===== config.mk =====
export PLATFORM = sky130hd
export DESIGN_NAME = addr_lookup_pipe
export DESIGN_NICKNAME = d
export VERILOG_FILES = /design/src/rtl/addr_lookup_pipe_pkg.sv /design/src/rtl/addr_lookup_pipe_miss_stat_regs.sv /design/src/rtl/addr_lookup_pipe.sv
export SDC_FILE = /design/constraint.sdc
export NUM_CORES = 1
export LEC_CHECK = 0
export ABC_AREA = 1
export BUFFER_PORTS_ARGS = -buffer_cell sky130_fd_sc_hd__buf_4
export CAP_MARGIN = 20
export CORE_MARGIN = 2
export CORE_UTILIZATION = 37
export DETAILED_ROUTE_END_ITERATION = 6
export PLACE_DENSITY = 0.68
export SLEW_MARGIN = 20
export SYNTH_ARGS = -nofsm -noshare
export SYNTH_HDL_FRONTEND = slang
export SYNTH_HIERARCHICAL = 1
export SYNTH_SLANG_ARGS = --single-unit

===== constraint.sdc =====
create_clock -name clk -period 2.85 [get_ports clk]
set_clock_uncertainty 0.2 [all_clocks]
set_input_delay 0.1425 -clock clk [delete_from_list [all_inputs] [get_ports clk]]
set_output_delay 0.1425 -clock clk [all_outputs]
set_load 0.05 [all_outputs]

===== src/rtl/addr_lookup_pipe_pkg.sv =====
// Shared definitions for the address lookup pipeline: default widths and
// the request record carried from the host side towards the router.
package addr_lookup_pipe_pkg;

  localparam int ADDR_WIDTH     = 64;
  localparam int FLAG_WIDTH_DEF = 32;
  localparam int DATA_WIDTH_DEF = 64;
  localparam int MISS_CNT_DEF   = 16;

  // One host request as it travels through the pipe (default payload width).
  typedef struct packed {
    logic [ADDR_WIDTH-1:0]     addr;
    logic [DATA_WIDTH_DEF-1:0] data;
    logic                      write;
  } req_t;

endpackage


===== src/rtl/addr_lookup_pipe_miss_stat_regs.sv =====
// Miss statistics for the CSR block: saturating drop counter, sticky flag
// and address of the most recent dropped request. A clear pulse wins over
// the counter history but a miss in the same cycle is still recorded.
module miss_stat_regs
  import addr_lookup_pipe_pkg::*;
#(
  parameter int CNT_WIDTH = MISS_CNT_DEF
) (
  input  logic                  clk,
  input  logic                  reset_n,
  input  logic                  miss_clr,
  input  logic                  miss_ev,
  input  logic [ADDR_WIDTH-1:0] miss_ev_addr,
  output logic [CNT_WIDTH-1:0]  miss_cnt,
  output logic                  miss_sticky,
  output logic [ADDR_WIDTH-1:0] miss_addr
);

  // Counter/sticky update with clear priority; last miss address captured on every miss.
  always_ff @(posedge clk) begin
    if (!reset_n) begin
      miss_cnt    <= '0;
      miss_sticky <= 1'b0;
      miss_addr   <= '0;
    end else begin
      if (miss_clr) begin
        miss_cnt    <= miss_ev ? CNT_WIDTH'(1) : '0;
        miss_sticky <= miss_ev;
      end else if (miss_ev) begin
        if (miss_cnt != '1) miss_cnt <= miss_cnt + CNT_WIDTH'(1);
        miss_sticky <= 1'b1;
      end
      if (miss_ev) miss_addr <= miss_ev_addr;
    end
  end

endmodule


===== src/rtl/addr_lookup_pipe.sv =====
// Two-stage request pipe in front of the address range comparator.
// S1 registers the request and presents its address for lookup; S2 holds
// the routed request with the comparator flags attached. Misses are dropped
// at S1 and reported to miss_stat_regs.
//
// Handshakes: a transfer happens on a rising clk edge where valid && ready.
// valid, once high, stays high with its payload stable until the transfer;
// ready may depend combinationally on the other side (out_ready -> in_ready),
// but valid never depends on ready (no in_valid -> in_ready path).
module addr_lookup_pipe
  import addr_lookup_pipe_pkg::*;
#(
  parameter int FLAG_WIDTH     = FLAG_WIDTH_DEF,
  parameter int DATA_WIDTH     = DATA_WIDTH_DEF,
  parameter int MISS_CNT_WIDTH = MISS_CNT_DEF
) (
  input  logic                      clk,
  input  logic                      reset_n,
  input  logic                      in_valid,
  output logic                      in_ready,
  input  logic [ADDR_WIDTH-1:0]     in_addr,
  input  logic [DATA_WIDTH-1:0]     in_data,
  input  logic                      in_write,
  output logic                      cmp_valid,
  output logic [ADDR_WIDTH-1:0]     cmp_addr,
  input  logic                      cmp_hit,
  input  logic [FLAG_WIDTH-1:0]     cmp_flags,
  output logic                      out_valid,
  input  logic                      out_ready,
  output logic [ADDR_WIDTH-1:0]     out_addr,
  output logic [DATA_WIDTH-1:0]     out_data,
  output logic                      out_write,
  output logic [FLAG_WIDTH-1:0]     out_flags,
  input  logic                      miss_clr,
  output logic [MISS_CNT_WIDTH-1:0] miss_cnt,
  output logic                      miss_sticky,
  output logic [ADDR_WIDTH-1:0]     miss_addr
);

  logic                  s1_valid;
  logic [ADDR_WIDTH-1:0] s1_addr;
  logic [DATA_WIDTH-1:0] s1_data;
  logic                  s1_write;
  logic                  s2_free;
  logic                  s1_retire;
  logic                  s1_fwd;
  logic                  s1_miss;

  // A miss always leaves S1; a hit leaves only when S2 can take it.
  always_comb begin
    s2_free   = ~out_valid | out_ready;
    s1_retire = s1_valid & (~cmp_hit | s2_free);
    s1_fwd    = s1_retire & cmp_hit;
    s1_miss   = s1_retire & ~cmp_hit;
    in_ready  = ~s1_valid | s1_retire;
    cmp_valid = s1_valid;
    cmp_addr  = s1_addr;
  end

  // S1: capture an accepted request; a stalled hit keeps cmp_addr stable.
  always_ff @(posedge clk) begin
    if (!reset_n) begin
      s1_valid <= 1'b0;
      s1_addr  <= '0;
      s1_data  <= '0;
      s1_write <= 1'b0;
    end else if (in_ready) begin
      s1_valid <= in_valid;
      if (in_valid) begin
        s1_addr  <= in_addr;
        s1_data  <= in_data;
        s1_write <= in_write;
      end
    end
  end

  // S2: load forwarded hits with their flags, drain on out_ready.
  always_ff @(posedge clk) begin
    if (!reset_n) begin
      out_valid <= 1'b0;
      out_addr  <= '0;
      out_data  <= '0;
      out_write <= 1'b0;
      out_flags <= '0;
    end else if (s1_fwd) begin
      out_valid <= 1'b1;
      out_addr  <= s1_addr;
      out_data  <= s1_data;
      out_write <= s1_write;
      out_flags <= cmp_flags;
    end else if (out_ready) begin
      out_valid <= 1'b0;
    end
  end

  miss_stat_regs #(
    .CNT_WIDTH (MISS_CNT_WIDTH)
  ) u_miss_stat (
    .clk          (clk),
    .reset_n      (reset_n),
    .miss_clr     (miss_clr),
    .miss_ev      (s1_miss),
    .miss_ev_addr (s1_addr),
    .miss_cnt     (miss_cnt),
    .miss_sticky  (miss_sticky),
    .miss_addr    (miss_addr)
  );

endmodule

==> results of run 1 <==
==> worst max-delay path, cell delays in order, from the launching register on <==
cell and delay, ps:
dfxtp_1 370, nand4_1 240, buf_12 450, nand3_1 150, nand2_1 110, dlygate4sd3_1 570
nor2_1 40
==> synth_stat cells, types with 2 or more instances <==
cell	n	area [um2]
nand2_1	351	1318
nand2_4	2	22.52
nor2_1	290	1089
a21boi_0	83	623.1
nand3_2	5	50.05
buf_6	2	22.52
a21boi_1	79	593.1
buf_2	73	365.4
buf_4	4	30.03
nand3_1	149	745.7
buf_1	13	48.80
a21oi_2	2	17.52
nand4_1	165	1032
a21oi_1	136	680.7
dfxtp_1	373	7467
clkbuf_1	93	349.1
o21ai_0	73	365.4
inv_1	162	608.1
nand2_2	3	18.77
==> state kept, by name, summed over array words and instances, names as in the netlist, 16 cells and up <==
name                   flops
out_addr                  64
out_flags                 32
u_miss_stat/miss_addr     64
cmp_addr                  64
out_data                  64
u_miss_stat/miss_cnt      16
s1_data                   64
==> power by group <==
part | switching (mW) | leakage (nW) | total (mW) | internal, mW
registers | 0.204 | 3.06 | 5.66 | 5.45
clock network | 2.20 | 0.701 | 5.61 | 3.40
logic | 1.32 | 6.64 | 2.12 | 0.806
total | 3.73 | 10.4 | 13.4 | 9.66
==> path summary, 6_finish.rpt <==
check	from	endpoint	cells after the start
worst min-delay path	in_valid	s1_data[18]$_SDFFE_PN0P_	4
worst max-delay path	out_valid$_SDFFE_PN0P_	s1_data[47]$_SDFFE_PN0P_	6
worst max register to register	out_valid$_SDFFE_PN0P_	s1_data[47]$_SDFFE_PN0P_	6
worst min register to register	out_addr[53]$_SDFFE_PN0P_	out_addr[53]$_SDFFE_PN0P_	2
==> timing repair <==
action / 4_1_cts / 5_1_grt
hold endpoints to repair: 240 / 0
setup buffers: 0 / 0
hold buffers: 190 / 0
==> cell type report <==
| cell class | count | area [um2] |
|---|---|---|
| timing repair buffer | 694 | 5803 |
| tap | 532 | 665.6 |
| multi-input combinational | 1344 | 6631 |
| antenna | 3 | 7.507 |
| sequential | 373 | 7471 |
| fill | 3687 | 18490 |
| clock inverter | 14 | 182.7 |
| clock buffer | 62 | 1249 |
| inverter | 163 | 611.8 |
==> metal layers <==
metal	GRT usage [%]	share of wire, %	wire, um	up-vias
li1	-	-	-	7909
met3	4.238	6.3	3467	137
met5	0	0	0	-
met1	30.79	41	22730	7802
met4	11.06	4.0	2227	0
met2	41.10	49	26820	673
==> metrics by stage <==
step | std cells | cell area [um2] | hold WS [ps]
6_report | 3185 | 22620 | 42.19
3_3_place_gp | 2916 | 19280 | 246.6
5_1_grt | 3185 | 22620 | 103.5
3_5_place_dp | 2916 | 19280 | 251.5
4_1_cts | 3182 | 22610 | 56.30
2_1_floorplan | 2065 | 15500 | 116.8
==> cells by family (layout without fill, tap and decap cells) <==
group / count (synthesis) / in the layout / synth area share (%)
and+or+nand+nor: 967 / 967 / 27.69
AOI/OAI and AO/OA: 376 / 376 / 14.83
DFF: 373 / 373 / 48.18
buffers and inverters: 348 / 933 / 9.212
adders and majority gates: 1 / 1 / 0.08072
other: 0 / 3 / 0
==> impl_results.md, run 1 <==
* Outcome: finished clean
* DR iter-0 viols at about 1400
* Largest net degree at the start of global routing at between 150 and 200
* CTS Buf Count at 42
* Critical path type: reg -> reg
* Detailed placement HPWL at roughly 34000 um
* Worst Setup Start Kind: register
* Mapped cell area at around 0.015 mm2
* Dpl ws at 905.7 ps
* Achievable frequency at 405.7 MHz
* Pleak at about 10 nW
* Global-route usage over all layers at 24.47%
* Commonest non-fill, non-tap cells in the layout: buf_4, dfxtp_1, nand2_1
* Root Driver: clkbuf_16
* Clock Tree Buf Depth at 3
* Share of layout cells above drive strength 1 at between 20 and 25%
* TritonCTS sink count at between 300 and 400
* R2R setup slack at between 300 and 400 ps
* Grt total ovfl at 0
* Final worst setup slack at between 300 and 400 ps
* Synthesized Nets at 2233
* Min-Delay Path Class: in -> reg
* Avg Cell Area, Syn at between 7 and 8 um2
* Io pins at ~480
* Die footprint at roughly 0.044 mm2
* PnR Total Power at between 10 and 15 mW
* Final antenna-violating net count at 0
* Clock Pin Slew Worst Setup and Hold Paths at ~60 ps
* Core Util, Final at between 50% and 60%
* WL final at approximately 55000 um
* Drt pass-1 iters at 5
* Max-cap violations at 0
* #FFs+latches synth at around 370
* Core area at ~0.041 mm2
* Via count at ~17000
* RSZ-0062 raised after global routing: no
* Final Hold Fails at 0
* Most used DFF post-synth: dfxtp_1
* Req. time, crit path at between 3000 and 4000 ps
* Count of different cell masters after synthesis at 26
* Die X at ~210 um
* Relative slew slack at 35.44%
* Crit share post-route at about 86%
* Vias in the first global route at 16050
* Setup_tns at 0 ps
* Clock Latency Late Sink at around 560 ps
* Post-CTS sizing at 0
* Finish-stage setup viols at 0
* Routability cong. at ~0.86
* Max VDD drop at between 0.4 and 0.5 mV
* WP data arrival at around 2700 ps
* Post-synth EDFFs at 0
* Peak fanout along the critical path at between 150 and 200
* H-tree levels at 2
* WL per Instance at 17.34 um
* FP Rows at between 70 and 80
* Fin. max-slew vios at 0
* Power density cells at a little under 600 mW/mm2
* Cell count after synthesis at roughly 2100
* Chip height at ~210 um
* Number of remaining DRC errors at 0
* Yosys Warn Count at 6
* Vias per cell at ~5.2
* CP Capture Type: register
* I/O Buffers at about 480
* Initial antenna violation count at 3
* Commonest non-fill, non-tap cell in the layout: buf_4
* Initial Util at about 38%
* Sequential element share of the synthesized area at approximately 48%
* CTS tree: yes
* Worst Tran Pin Value at between 900 and 1000 ps
* Tmin final at between 2000 and 2500 ps
* Layout net count at 2786
* Asr flop ratio synth at 0%
* First-pass GRT wire length at 87030 um
* P&R area growth vs syn at 45.97%
No activity file was read; power rests on OpenSTA's default activity.
==> run 2, diff against run 1 <==
==> constraint.sdc (replaced) <==
create_clock -name clk -period 2.85 [get_ports clk]
set_clock_uncertainty 0.2 [all_clocks]
set_input_delay 0.855 -clock clk [delete_from_list [all_inputs] [get_ports clk]]
set_output_delay 0.855 -clock clk [all_outputs]
set_load 0.05 [all_outputs]
==> run 2 against run 1 <==
  * The run now ends with DRC left
  * Sequential share of layout area rose by 3.0 points
  * Core utilization down 4.5 points
  * Fmax fell by 11%
  * Critical path depth is 4 lower
  * Count of clock-buffer cells in the layout grew 4
  * Register-to-register slack improved by 260 ps
  * Worst setup slack got worse by 310 ps
  * Routed wire length is 5.4% lower
  * Largest power group unchanged
  * Sequential power about the same
  * Hold slack improved by 220 ps
  * Final cell count decreased by 6.0%
==> impl_results.md, run 2 (synthesized netlist as in run 1, its figures left out) <==
* Setup_tns at 0 ps
* CTS tree: yes
* Peak fanout along the critical path at 21
* Initial Util at 37.70%
* Vias per cell at just over 5
* Register area at between 0.007 and 0.008 mm2
* H-tree levels at 2
* RSZ-0062 raised after global routing: no
* Filler instances at between 3000 and 4000
* I/O Buffers at roughly 480
* CTS Buf Count at 43
* P&R area growth vs syn at 33.97%
* Layout net count at roughly 2600
* Max VDD drop at between 0.4 and 0.5 mV
* Chip height at around 210 um
* Number of remaining DRC errors at 1
* Detailed placement HPWL at 34340 um
* WL final at between 50000 and 60000 um
* Clock Tree Buf Depth at 3
* Initial antenna violation count at 2
* Max-cap violations at 0
* Die footprint at between 0.04 and 0.05 mm2
* Finish-stage setup viols at 0
* Outcome: finished, violations left
* Tmin final at about 2800 ps
* Critical path type: reg -> out
* Postcts setup bufs at 0
* Min-Delay Path Class: reg -> reg
* Violations in the final reports: DRC
* Commonest non-fill, non-tap cells in the layout: buf_4, dfxtp_1, nand2_1
* Io pins at 476
* Post-Layout Cell Count at 2993
* DR iter-0 viols at approximately 1200
* Crit share post-route at between 90% and 100%
* Grt total ovfl at 0
* CP Capture Type: primary output
* Via count at between 15000 and 20000
* Vias in the first global route at 14230
* Power density cells at 629.2 mW/mm2
* Clock Pin Slew Worst Setup and Hold Paths at roughly 60 ps
* Pleak at between 9 and 10 nW
* Area occupied by multi-input gates at 0.006631 mm2
* Worst Tran Pin Value at approximately 1100 ps
* Routability cong. at a little under 0.9
* Drt pass-1 iters at 7
* Post-CTS sizing at 0
* Worst Setup Start Kind: register
* Largest net degree at the start of global routing at approximately 110
* Die X at between 200 and 250 um
* TritonCTS sink count at 373
* WL per Instance at 17.46 um
* Commonest non-fill, non-tap cell in the layout: buf_4
* Clock Latency Late Sink at 560 ps
* Hold Buf Count CTS at 0
* Req. time, crit path at approximately 1800 ps
* Share of layout cells above drive strength 1 at 23.71%
* Core area at ~0.04 mm2
* Achievable frequency at 360.3 MHz
* DP Cell Count at slightly below 3000
* Global-route usage over all layers at between 20% and 30%
* First-pass GRT wire length at roughly 81000 um
* Final antenna-violating net count at 0
* Final Hold Fails at 0
* Relative slew slack at 28.39%
* FP Rows at 74
* Root Driver: clkbuf_16
* Fin. max-slew vios at 0
* WP data arrival at 1720 ps
==> run 2: changes by cell type in the layout (fill, tap and decap cells not counted), moves of 2 or more <==
cell / delta
inv_6: -2
clkbuf_1: +3
clkinv_2: -3
buf_4: -3
buf_12: +5
dlygate4sd3_1: -190
==> run 2: path summary, 6_finish.rpt <==
path / start / to / slack (ps) / depth (start not counted)
max: cmp_valid$_SDFFE_PN0P_ / in_ready / 70 / 2
min: out_addr[44]$_SDFFE_PN0P_ / out_addr[44]$_SDFFE_PN0P_ / 260 / 2
max reg2reg: cmp_valid$_SDFFE_PN0P_ / out_addr[16]$_SDFFE_PN0P_ / 640 / 3
min reg2reg: out_addr[44]$_SDFFE_PN0P_ / out_addr[44]$_SDFFE_PN0P_ / 260 / 2
==> run 2: metal layers <==
metal	global-route usage (%)	wire length (um)
met5	0	0
met2	38.13	25360
met1	30.08	21910
met4	8.227	1466
met3	4.433	3531
==> run 2: where the power goes <==
group / internal (mW) / total, mW / switching (mW)
Sequential: 5.45 / 5.66 / 0.208
Combinational: 0.638 / 1.88 / 1.25
Clock: 3.35 / 5.52 / 2.16
==> run 2: final cells by class <==
| type | instances | share of cell area [%] |
|---|---|---|
| timing repair buffer | 506 | 19.16 |
| clock buffer | 66 | 6.189 |
| clock inverter | 7 | 0.5424 |
| multi-input combinational | 1344 | 31.94 |
| sequential | 373 | 35.99 |
| antenna | 2 | 0.02411 |
| tap | 532 | 3.206 |
| inverter | 163 | 2.947 |
==> run 2: through the flow <==
step / total power [mW] / setup WS (ps) / util (%) / hold WS, ps / cell area, um2
after floorplan: 6.941 / 214.8 / - / 251.9 / 15500
after global placement: 7.628 / 165.5 / 47.09 / 248.9 / 19360
after detailed placement: 7.656 / 170.4 / 47.09 / 252.6 / 19360
after CTS: 13.19 / 60.32 / 50.49 / 261.4 / 20760
after global routing: 13.57 / 20.23 / 50.50 / 277.0 / 20760
final: 13.06 / 74.43 / 50.50 / 257.4 / 20760
==> run 2: critical path, stage by stage (launching register included) <==
cell and delay (ps):
dfxtp_4 560, nand4_1 300, buf_4 290
==> run 3, diff against run 2 <==
- CTS_CLUSTER_DIAMETER: default -> 50
- PLACE_DENSITY: 0.68 -> default
- PLACE_DENSITY_LB_ADDON: default -> 0.08
- SETUP_SLACK_MARGIN: default -> 0.2
==> run 3 against run 2 <==
  * The flow now finishes without violations
  * Critical path depth is 1 higher
  * Total power is 5.0% higher
  * Non-clock buffer count is 8 higher
  * Global-route usage is 0.28 points higher
  * Register-to-register slack better by 70 ps
  * Sequential share of layout area is 0.63 points lower
  * Core utilization is 0.90 points higher
  * Critical path type unchanged
==> impl_results.md, run 3 (synthesized netlist as in run 1, its figures left out) <==
* Clock Tree Buf Depth at 3
* Crit share post-route at ~90%
* Commonest non-fill, non-tap cell in the layout: buf_4
* DR iter-0 viols at between 900 and 1000
* Achievable frequency at roughly 390 MHz
* CP max stage delay at about 460 ps
* Critical path type: reg -> out
* RSZ-0062 raised after global routing: no
* Peak fanout along the critical path at 3
* Max-cap violations at 0
* Relative slew slack at between 40% and 50%
* Chip height at roughly 210 um
* Vias in the first global route at 14240
* WL final at between 50000 and 60000 um
* Io pins at around 480
* Drt pass-1 iters at 7
* WP data arrival at 1540 ps
* Setup_tns at 0 ps
* Clock Latency Late Sink at 560 ps
* Grt total ovfl at 0
* Tmin final at ~2600 ps
* PnR Total Power at 13.71 mW
* Worst path depth at 3
* Final antenna-violating net count at 0
* Outcome: finished clean
* WL per Instance at ~18 um
* Detailed placement HPWL at approximately 34000 um
* Hold path depth at 2
* Vias per cell at about 5
* Initial antenna violation count at 2
* Global-route usage over all layers at a little under a quarter
* P&R area growth vs syn at 36.36%
* Routability cong. at between 0.7 and 0.8
* First-pass GRT wire length at between 80000 and 90000 um
* Initial Util at a little under two fifths
* Worst Tran Pin Value at roughly 860 ps
* Slowest-stage cell, CP: dfxtp_1
* Cell mode on critical path: buf_4
* Max VDD drop at around 0.51 mV
* Cell depth of the worst flop-to-flop path at 9
* Worst Setup Start Kind: register
* Via count at roughly 15000
* TritonCTS sink count at between 300 and 400
* I/O Buffers at approximately 480
* Power density cells at approximately 650 mW/mm2
* Crit-path leading delay family: flip-flops
* CTS tree: yes
* Finish-stage setup viols at 0
* Final Hold Fails at 0
* Root Driver: clkbuf_16
* Commonest non-fill, non-tap cells in the layout: buf_4, dfxtp_1, nand2_1
* Die footprint at roughly 0.044 mm2
* Min-Delay Path Class: reg -> reg
* Fin. max-slew vios at 0
* Share of layout cells above drive strength 1 at 24.50%
* Die X at approximately 210 um
* Layout net count at 2611
* Pleak at 9.826 nW
* Largest net degree at the start of global routing at 163
* Clock Pin Slew Worst Setup and Hold Paths at around 60 ps
* FP Rows at 74
* Number of remaining DRC errors at 0
* Req. time, crit path at ~1800 ps
* Crit path buffers/inverters at 2
* Crit-path cells: nand4_1 -> buf_4 -> buf_4
* CTS Buf Count at 47
* Hold Buf Count CTS at 0
* H-tree levels at 2
* CP Capture Type: primary output
* Core area at between 0.04 and 0.05 mm2
-- run 3: cell count changes in the layout (fill, tap and decap cells not counted), moves of 2 or more --
cell,before,now
buf_12,13,19
bufinv_16,3,5
clkbuf_1,13,8
clkbuf_16,45,49
clkbuf_8,9,12
clkinv_2,3,6
inv_6,0,3
-- run 3: worst paths after layout --
| path | start | endpoint | slack [ps] |
|---|---|---|---|
| max | out_valid$_SDFFE_PN0P_ | in_ready | 250 |
| min | out_data[59]$_SDFFE_PN0P_ | out_data[59]$_SDFFE_PN0P_ | 260 |
| max reg2reg | cmp_valid$_SDFFE_PN0P_ | u_miss_stat/miss_cnt[1]$_SDFFE_PN0P_ | 710 |
| min reg2reg | out_data[59]$_SDFFE_PN0P_ | out_data[59]$_SDFFE_PN0P_ | 260 |
-- run 3: power by group --
group	total (mW)	switching, mW	internal (mW)	leakage, nW
registers	5.64	0.184	5.46	3.06
logic	1.90	1.25	0.649	5.97
clock network	6.17	2.30	3.88	0.804
-- run 3: per-layer routing --
layer	global-route usage, %	vias to the layer above	share of wire (%)	routed length [um]
li1	-	7559	-	-
met1	29.73	7180	43	22430
met2	38.08	464	47	24860
met3	5.681	99	6.9	3637
met4	9.335	0	3.5	1826
met5	0	-	0	0
-- run 3: timing repair --
item | CTS | global route
gates resized for setup | 0 | 0
buffers inserted | 4 | 0
endpoints found under the setup margin | 1 | 0
-- run 3: through the flow --
stage	util, %	instances	worst slack (ps)	hold slack (ps)	cell area (um2)
floorplan	-	2065	214.8	251.9	15500
global placement	47.35	2922	166.8	246.9	19460
detailed placement	47.35	2922	234.7	253.2	19460
CTS	51.39	3010	244.0	261.8	21130
global route	51.41	3012	214.6	269.9	21130
finish	51.41	3012	252.8	260.0	21130
-- run 3: area by class of cell --
class / count / area (um2)
diodes: 2 / 5.005
clock buffers: 68 / 1408
clock inverters: 16 / 222.7
fillers: 4084 / 19980
inverters: 163 / 611.8
multi-input cells: 1344 / 6631
flip-flops and latches: 373 / 7471
well taps: 532 / 665.6
repair buffers: 514 / 4118
-- run 3: worst min-delay path, cell delays in order, from the launching register on --
cell      delay, ps
dfxtp_1         310
nand2_1          60
a21boi_1         50
